File: src/rtl/prv664_axi_pkg.sv
// Shared AXI read-side definitions: burst/response encodings, read-requester
// index map, the AR control field bundle and the read arbiter state encoding.
package prv664_axi_pkg;

    // ARBURST encodings
    localparam logic [1:0] AXI_BURST_FIXED = 2'b00;
    localparam logic [1:0] AXI_BURST_INCR  = 2'b01;
    localparam logic [1:0] AXI_BURST_WRAP  = 2'b10;

    // RRESP / BRESP encodings
    localparam logic [1:0] AXI_RESP_OKAY   = 2'b00;
    localparam logic [1:0] AXI_RESP_EXOKAY = 2'b01;
    localparam logic [1:0] AXI_RESP_SLVERR = 2'b10;
    localparam logic [1:0] AXI_RESP_DECERR = 2'b11;

    // Read requester slots, in round-robin order
    localparam int RD_REQ_DBUS = 0;
    localparam int RD_REQ_IBUS = 1;
    localparam int RD_REQ_IMMU = 2;
    localparam int RD_REQ_DMMU = 3;
    localparam int RD_REQ_NUM  = 4;

    // Width of the requester index prefixed onto the downstream ARID
    localparam int RD_PFX_W = 2;

    // AR control fields latched together with the address
    typedef struct packed {
        logic [7:0] len;
        logic [2:0] size;
        logic [1:0] burst;
    } axi_ar_ctl_t;

    // Read arbiter state: one transaction in flight at a time
    typedef enum logic [1:0] {
        RD_IDLE = 2'd0,
        RD_ADDR = 2'd1,
        RD_DATA = 2'd2
    } rd_state_e;

endpackage

File: src/rtl/rr_arbiter.sv
// Combinational round-robin pick: the first requester at or after the
// pointer position wins, wrapping from N-1 back to 0.
module rr_arbiter #(
    parameter int N  = 4,
    parameter int IW = (N > 1) ? $clog2(N) : 1
) (
    input  logic [N-1:0]  i_req,
    input  logic [IW-1:0] i_ptr,
    output logic [N-1:0]  o_gnt,
    output logic [IW-1:0] o_idx,
    output logic          o_any
);

    // Scan N positions starting at the pointer; the first hit is latched via o_any
    always_comb begin
        o_gnt = '0;
        o_idx = '0;
        o_any = 1'b0;
        for (int i = 0; i < N; i++) begin
            if (!o_any && i_req[(int'(i_ptr) + i) % N]) begin
                o_gnt[(int'(i_ptr) + i) % N] = 1'b1;
                o_idx = IW'((int'(i_ptr) + i) % N);
                o_any = 1'b1;
            end
        end
    end

endmodule

File: src/rtl/axi_rd_arbiter.sv
// Merges the core's read-master ports (dbus, ibus, immu, dmmu) into a single
// AXI4 read master. One burst in flight; round-robin grant; the requester
// index is prefixed onto ARID and R beats are routed back to the latched owner.
//
// Handshake semantics, all channels: a transfer happens on a rising clock
// edge where valid and ready are both high; valid never waits on ready, and
// the side asserting valid holds its payload stable until that edge.
module axi_rd_arbiter
    import prv664_axi_pkg::*;
#(
    parameter int NM  = RD_REQ_NUM,
    parameter int IDW = 5,
    parameter int AW  = 32,
    parameter int DW  = 64
) (
    input  logic                clk_i,
    input  logic                arst_i,

    // Requester-side AR channels, slice k belongs to requester k
    input  logic [NM*IDW-1:0]   s_arid,
    input  logic [NM*AW-1:0]    s_araddr,
    input  logic [NM*8-1:0]     s_arlen,
    input  logic [NM*3-1:0]     s_arsize,
    input  logic [NM*2-1:0]     s_arburst,
    input  logic [NM-1:0]       s_arvalid,
    output logic [NM-1:0]       s_arready,

    // Requester-side R channel: payload broadcast, valid per owner
    output logic [IDW-1:0]      s_rid,
    output logic [DW-1:0]       s_rdata,
    output logic [1:0]          s_rresp,
    output logic                s_rlast,
    output logic [NM-1:0]       s_rvalid,
    input  logic [NM-1:0]       s_rready,

    // Downstream AR channel
    output logic [IDW+1:0]      m_arid,
    output logic [AW-1:0]       m_araddr,
    output logic [7:0]          m_arlen,
    output logic [2:0]          m_arsize,
    output logic [1:0]          m_arburst,
    output logic                m_arvalid,
    input  logic                m_arready,

    // Downstream R channel
    input  logic [IDW+1:0]      m_rid,
    input  logic [DW-1:0]       m_rdata,
    input  logic [1:0]          m_rresp,
    input  logic                m_rlast,
    input  logic                m_rvalid,
    output logic                m_rready,

    // Current FSM state, for observation only
    output logic [1:0]          o_dbg_state
);

    localparam int GW = (NM > 1) ? $clog2(NM) : 1;

    rd_state_e        r_state;
    rd_state_e        w_state_nxt;
    logic [GW-1:0]    r_ptr;
    logic [GW-1:0]    r_gidx;
    logic [IDW-1:0]   r_id;
    logic [AW-1:0]    r_addr;
    axi_ar_ctl_t      r_ctl;

    logic [NM-1:0]    w_gnt;
    logic [GW-1:0]    w_gidx;
    logic             w_any;
    logic [IDW-1:0]   w_sel_id;
    logic [AW-1:0]    w_sel_addr;
    axi_ar_ctl_t      w_sel_ctl;
    logic             w_ar_take;
    logic             w_done;
    logic [GW-1:0]    w_ptr_nxt;
    logic             w_unused;

    // Requester-index bits of RID are not checked; routing uses the latched owner
    assign w_unused = &{1'b0, m_rid[IDW+1:IDW]};

    rr_arbiter #(
        .N  (NM),
        .IW (GW)
    ) u_rr (
        .i_req (s_arvalid),
        .i_ptr (r_ptr),
        .o_gnt (w_gnt),
        .o_idx (w_gidx),
        .o_any (w_any)
    );

    // One-hot mux of the granted requester's AR fields
    always_comb begin
        w_sel_id   = '0;
        w_sel_addr = '0;
        w_sel_ctl  = '0;
        for (int k = 0; k < NM; k++) begin
            if (w_gnt[k]) begin
                w_sel_id   = s_arid[k*IDW +: IDW];
                w_sel_addr = s_araddr[k*AW +: AW];
                w_sel_ctl  = {s_arlen[k*8 +: 8], s_arsize[k*3 +: 3], s_arburst[k*2 +: 2]};
            end
        end
    end

    // Pointer moves to the requester after the one just served
    always_comb begin
        w_ptr_nxt = (r_gidx == GW'(NM - 1)) ? '0 : r_gidx + 1'b1;
    end

    // FSM state register
    always_ff @(posedge clk_i or negedge arst_i) begin
        if (!arst_i) begin
            r_state <= RD_IDLE;
        end else begin
            r_state <= w_state_nxt;
        end
    end

    // FSM next state and handshake outputs; R routing only while owning a burst
    always_comb begin
        w_state_nxt = r_state;
        s_arready   = '0;
        m_arvalid   = 1'b0;
        m_rready    = 1'b0;
        s_rvalid    = '0;
        w_ar_take   = 1'b0;
        w_done      = 1'b0;
        unique case (r_state)
            RD_IDLE: begin
                if (w_any) begin
                    s_arready   = w_gnt;
                    w_ar_take   = 1'b1;
                    w_state_nxt = RD_ADDR;
                end
            end
            RD_ADDR: begin
                m_arvalid = 1'b1;
                if (m_arready) begin
                    w_state_nxt = RD_DATA;
                end
            end
            RD_DATA: begin
                m_rready         = s_rready[r_gidx];
                s_rvalid[r_gidx] = m_rvalid;
                if (m_rvalid && s_rready[r_gidx] && m_rlast) begin
                    w_done      = 1'b1;
                    w_state_nxt = RD_IDLE;
                end
            end
            default: begin
                w_state_nxt = RD_IDLE;
            end
        endcase
    end

    // Latch owner and AR fields on grant; advance the pointer on burst completion only
    always_ff @(posedge clk_i or negedge arst_i) begin
        if (!arst_i) begin
            r_ptr  <= '0;
            r_gidx <= '0;
            r_id   <= '0;
            r_addr <= '0;
            r_ctl  <= '0;
        end else begin
            if (w_ar_take) begin
                r_gidx <= w_gidx;
                r_id   <= w_sel_id;
                r_addr <= w_sel_addr;
                r_ctl  <= w_sel_ctl;
            end
            if (w_done) begin
                r_ptr <= w_ptr_nxt;
            end
        end
    end

    // Registered AR payload toward the crossbar
    always_comb begin
        m_arid      = {RD_PFX_W'(r_gidx), r_id};
        m_araddr    = r_addr;
        m_arlen     = r_ctl.len;
        m_arsize    = r_ctl.size;
        m_arburst   = r_ctl.burst;
        o_dbg_state = r_state;
    end

    // R payload is broadcast with the requester prefix stripped from RID
    always_comb begin
        s_rid   = m_rid[IDW-1:0];
        s_rdata = m_rdata;
        s_rresp = m_rresp;
        s_rlast = m_rlast;
    end

endmodule
File: config.mk
export PLATFORM = sky130hd
export DESIGN_NAME = axi_rd_arbiter
export DESIGN_NICKNAME = d
export VERILOG_FILES = /design/src/rtl/prv664_axi_pkg.sv /design/src/rtl/rr_arbiter.sv /design/src/rtl/axi_rd_arbiter.sv
export SDC_FILE = /design/constraint.sdc
export NUM_CORES = 1
export LEC_CHECK = 0
export BUFFER_PORTS_ARGS = -buffer_cell sky130_fd_sc_hd__buf_2
export CAP_MARGIN = 20
export CORE_AREA = 2 2 162 164
export DETAILED_ROUTE_END_ITERATION = 16
export DIE_AREA = 0 0 164 166
export GPL_TIMING_DRIVEN = 0
export PLACE_DENSITY = 0.46
export SLEW_MARGIN = 20
export SYNTH_ARGS = -nofsm -noshare
export SYNTH_HDL_FRONTEND = slang
export SYNTH_HIERARCHICAL = 1
export SYNTH_SLANG_ARGS = --single-unit
File: constraint.sdc
create_clock -name clk_i -period 2.7 [get_ports clk_i]
set_input_delay 0.27 -clock clk_i [delete_from_list [all_inputs] [get_ports clk_i]]
set_output_delay 0.27 -clock clk_i [all_outputs]
set_load 0.1 [all_outputs]
==> After elaboration in Yosys (flattened, before gate mapping) <==
Cells that the tools add are included.
{ "totals": {"ff_bits": 56, "in_bits": 286, "output_inout_bits": 136, "elab_cells": 114} }
{ "op_classes": {"addsub": 4, "magnitude_cmp": 10, "n_eq_ne": 6, "n_mux": 61, "n_bitwise": 7, "reduce_logical": 18} }
{ "op_table": {"columns": ["op", "n"], "rows": [
  ["$mux 32", 4],
  ["$mux 13", 4],
  ["$mux 4", 7],
  ["$mux 1", 23],
  ["$mux 5", 4],
  ["$mux 2", 8],
  ["$lt 3x4->1 const B", 3],
  ["$or 4x4->4", 3],
  ["$bmux 1 s2", 5],
  ["$demux 1 s2", 5],
  ["$logic_and 1x1->1", 10],
  ["$ge 3x1->1 const B", 3],
  ["$lt 2x3->1 const B", 2],
  ["$pmux 2 s3", 1],
  ["$reduce_or 2->1", 3],
  ["$add 2x1->2 const B", 2],
  ["$add 2x2->2 const B", 2],
  ["$and 4x4->4", 1],
  ["$eq 2x2->1 const B", 2],
  ["$ge 2x1->1 const B", 2],
  ["$ne 2x2->1 const B", 2],
  ["$and 1x1->1 const A", 3],
  ["$logic_not 1->1", 3],
  ["$reduce_and 3->1", 1],
  ["3 further kinds", 3]
]} }

==> Depth between registers and ports, before layout <==
{ "logic_depth": {"depth_word": 18, "mapped_depth": 15, "ltp_nobuf": 10} }

==> Modules after synthesis <==
The synthesis kept the hierarchy.
{ "by_module_without_submodules": {"columns": ["mod", "n_inst", "cells_each", "area_per_inst_um2", "seq_area_each_um2"], "rows": [
  ["axi_rd_arbiter", 1, 514, 4187.8, 1401.3],
  ["rr_arbiter", 1, 45, 419.2, 0.0]
]} }

==> Worst setup path before layout <==
Ideal clock, no wire load.
{ "synth_timing": {"path_type": "reg-to-output", "start": "register r_ptr[0]", "end": "output port s_arready[3]", "t_arrival_ps": 3263, "required_time_ps": 2430, "setup_slack_ps": -833, "stages_incl_launch_ff": 12, "n_path_buf": 4, "cell_sequence": "dfrtp_1 buf_6 inv_1 ha_1 mux4_2 buf_6 nor4b_4 a22oi_1 o21ai_0 clkbuf_1 clkbuf_1 and2_1"} }
{ "synth_via": {"elab_chain_cells": 15} }
{ "synth_rtl": {"columns": ["item", "line", "text"], "rows": [
  ["from (decl)", "axi_rd_arbiter.sv:61", "logic [GW-1:0] r_ptr;"],
  ["from (signal assigned)", "axi_rd_arbiter.sv:173", "r_ptr <= w_ptr_nxt;"],
  ["$add 2x1->2", "rr_arbiter.sv:20, rr_arbiter.sv:21", null],
  ["$reduce_or 2->1 (no source line)", null, null],
  ["$and 1x1->1 (no source line)", null, null],
  ["$lt 3x4->1 (not written as such) / $ge 3x1->1 (equally long branches)", "rr_arbiter.sv:21", "o_gnt[(int'(i_ptr) + i) % N] = 1'b1;"],
  ["$logic_and 1x1->1 (not written as such)", "rr_arbiter.sv:21", null],
  ["$mux 1 (not written as such)", "rr_arbiter.sv:21", null],
  ["$demux 1 s2", null, null],
  ["$or 4x4->4 (no source line)", null, null],
  ["$mux 4", "rr_arbiter.sv:20", "if (!o_any && i_req[(int'(i_ptr) + i) % N]) begin"],
  ["$or 4x4->4 (no source line)", null, null],
  ["$mux 4", "rr_arbiter.sv:20", null],
  ["$or 4x4->4 (no source line)", null, null],
  ["$mux 4 (*)", "rr_arbiter.sv:20", null],
  ["net w_gnt[3]", "axi_rd_arbiter.sv:67", "logic [NM-1:0] w_gnt;"],
  ["$mux 4 (*)", "axi_rd_arbiter.sv:131", "if (w_any) begin"],
  ["$mux 4 (*)", "axi_rd_arbiter.sv:129", "unique case (r_state)"],
  ["to (decl)", "axi_rd_arbiter.sv:26", "output logic [NM-1:0] s_arready,"]
]} }
The timed path passes the listed nets; every way through them passes the cells marked *. The select of a mux whose other input is x is not followed.

==> Final worst setup path <==
Same ends and word-level chain as after synthesis.

==> summary.md <==
| Metric | Value |
|---|---|
| Period utilization | `113%` |
| Worst-Skew Late Latency | `around 300 ps` |
| Number of synthesized register bits | `56` |
| Pin count of the biggest net entering global routing | `32` |
| CTS clk-pin slew, worst paths | `roughly 80 ps` |
| Final #Nets | `1253` |
| Core box area | `0.0256 mm2` |
| Number of synthesized flops with an enable pin | `0` |
| Initial antenna violation count | `0` |
| TritonCTS clock tree | `yes` |
| Setup crit end | `s_arready[3]` |
| Least-Margin Pin Slew | `661 ps` |
| Crit-path max FO | `6` |
| Combinational family with the most area after synthesis | `compound AO/OA/AOI/OAI gates` |
| Critical path startpoint category | `register` |
| Crit end category | `primary output` |
| Layout fillers | `roughly 2.8k` |
| # clock sinks | `56` |
| Post-Syn Instances | `559` |
| Synth area leader | `dfrtp_1` |
| Sequential element share of the synthesized area | `30.4%` |
| Vias per std cell | `4.34` |
| Ports | `around 420` |
| Post-synthesis mux area share | `about 3.9%` |
| Initial Util | `18.0%` |
| Crit path from | `r_ptr[0]` |
| GRT Overall Usage | `15.4%` |
| Die H | `166 um` |
| Max cap viols | `0` |
| Fmax | `327 MHz` |
| Final-report setup violation count | `52` |
| GPL Wtd Cong | `between 0.8 and 0.9` |
| Area growth syn-to-layout | `72.9%` |
| Reg-to-Reg Start | `r_ptr[0]` |
| Yosys top cell area share | `30.4%` |
| Residual DRC | `0` |
| Yosys cell types | `41` |
| Status | `finished, violations left` |
| TritonRoute pass-1 iters | `4` |
| Synth Area in XOR/XNOR | `0%` |
| Worst Hold Class | `input pin to register` |
| Crit path time final | `3050 ps` |
| Cell Area, Synth | `0.00461 mm2` |
| Placed Cells | `1243` |
| Worst reg-to-reg setup slack | `-320 ps` |
| Most common cell after layout, fill and taps aside | `buf_2` |
| Reg2reg path depth | `14` |
| Synth Area in Adders | `between 2 and 2.5%` |
| Ranking of synthesized cells by area | `dfrtp_1 (30%), buf_4 (12%), a21oi_1 (11%), a221o_1 (10%), a22oi_1 (9.5%)` |
| Max H-tree Level | `2` |
| Final hold viol count | `0` |
| Die area | `around 0.027 mm2` |
| Worst slew margin | `approximately 56%` |
| Num rows | `59` |
| Mapped Nets | `between 800 and 900` |
| Final std cells w/o fill | `1293` |
| Antenna Cells | `0` |
| Worst setup path category | `register to primary output` |
| Failing checks | `negative setup slack` |
| Crit path arrival time | `2780 ps` |
| DRT iter0 DRCs | `between 200 and 250` |
| Reg-to-Reg End | `m_araddr[29]` |
| Clock buffer depth | `2` |
| Compound-cell area share of the yosys netlist | `33.4%` |
| Number of global-route vias before repair | `~5.5k` |
| Critical Path RT | `2430 ps` |
| CTS buffer count | `5` |
| Simple-gate area share of the yosys netlist | `under 10%` |
| Die Wd | `164 um` |
| I/O Buffers | `348` |
| Root Buffer | `clkbuf_16` |
| First-pass GRT wire length | `32100 um` |
| Pins over their slew limit | `0` |
| Yosys Warn Count | `6` |
| HPWL after detailed placement | `~17000 um` |
| Post-route ant nets | `0` |
| Via count | `5617` |
| Pre-CTS setup slack | `-925 ps` |
| Final worst setup slack | `-354 ps` |
| Leading cell types in the layout, fill and taps excluded | `buf_2 (347), buf_4 (105), a21oi_1 (94)` |
| GR Overflow Total | `0` |
| Routed len/inst | `17.2 um` |
| Top_reg_cell synth | `dfrtp_1` |
| Avg Synthesized Cell Area | `approximately 8.2 um2` |
| Final wirelength | `22200 um` |
| Layout cell share with drive strength beyond 1 | `61.0%` |
| Ys async rst share | `100%` |
| Unrepaired setup endpoints after global routing | `true` |
| Clock Skews | `6.69 ps` |
[layer usage]
layer | part of all wire, % | global-route usage (%) | vias to the layer above
met1 | 41 | 19.0 | 2633
met2 | 52 | 28.2 | 231
met5 | 0 | 0 | -
met3 | 5.5 | 2.37 | 14
met4 | 1.2 | 2.94 | 0
li1 | - | - | 2739
[critical path: stages (launching register included)]
cell and delay (ps):
dfrtp_2 460, inv_4 50, ha_4 260, mux4_2 290, buf_6 150, nor4b_4 360
a22oi_1 110, o21ai_1 140, clkbuf_8 190, clkbuf_16 140, and2_4 140, buf_12 160
[area by class of cell]
type | instances | area [um2] | area share, %
sequential | 56 | 1400 | 17.6
multi-input combinational | 326 | 2490 | 31.3
timing repair buffer | 395 | 2300 | 28.8
buffer | 117 | 982 | 12.3
tap | 335 | 419 | 5.26
inverter | 57 | 216 | 2.72
clock buffer | 7 | 153 | 1.92
[kinds of logic after synthesis]
| logic type | after synthesis |
|---|---|
| compound gates | 225 |
| flops | 56 |
| fa+ha+maj | 9 |
| simple gates | 81 |
| buf+inv | 177 |
| mux | 11 |
[per-stage QoR]
step	area, um2	util (%)	TNS (ps)	hold slack, ps
6_report	7970	31.1	-13250	205
3_3_place_gp	6830	26.7	-38000	501
3_5_place_dp	6850	26.8	-38560	220
4_1_cts	7750	30.2	-15930	191
5_1_grt	7970	31.1	-20040	212
2_1_floorplan	4670	-	-7470	-25.6
[synth_stat cells, types with 3 or more instances]
library cell  number
a21oi_1          103
a221o_1           48
a22oi_1           58
and2_1             4
and3_1             4
buf_2              7
buf_4             73
buf_6              5
clkbuf_1          33
dfrtp_1           56
ha_1               9
inv_1             57
mux2i_1            3
nand2_1            7
nor2_1            53
o21ai_0            9
[worst min path at each step]
stage | startpoint | endpoint | slack (ps) | depth (start not counted)
after floorplan | arst_i | m_araddr[0] | -30 | 0
after global placement | m_araddr[20] | m_araddr[20] | 500 | 2
after detailed placement | arst_i | m_araddr[17] | 220 | 1
after CTS | m_arready | o_dbg_state[1] | 190 | 2
after global routing | m_arready | o_dbg_state[1] | 210 | 2
final | m_arready | o_dbg_state[1] | 200 | 2
[sequential cells by signal, summed over array words and instances, names as in the netlist]
| signal | cells |
|---|---|
| m_araddr | 32 |
| r_gidx | 2 |
| r_id | 5 |
| m_arburst | 2 |
| m_arsize | 3 |
| o_dbg_state | 2 |
| r_ptr | 2 |
| m_arlen | 8 |
[timing repair]
| item | in CTS | in global routing |
|---|---|---|
| endpoints found under the hold margin | 25 | 0 |
| resized for setup | 102 | 61 |
| setup buffers | 32 | 11 |
| endpoints found under the setup margin | 57 | 56 |
| hold buffers | 1 | 0 |
| gates cloned | 4 | 0 |
| pin swaps | 35 | 28 |
Power is not shown: default switching activity piles up to over one toggle a cycle in this logic, so the estimate is an artifact.
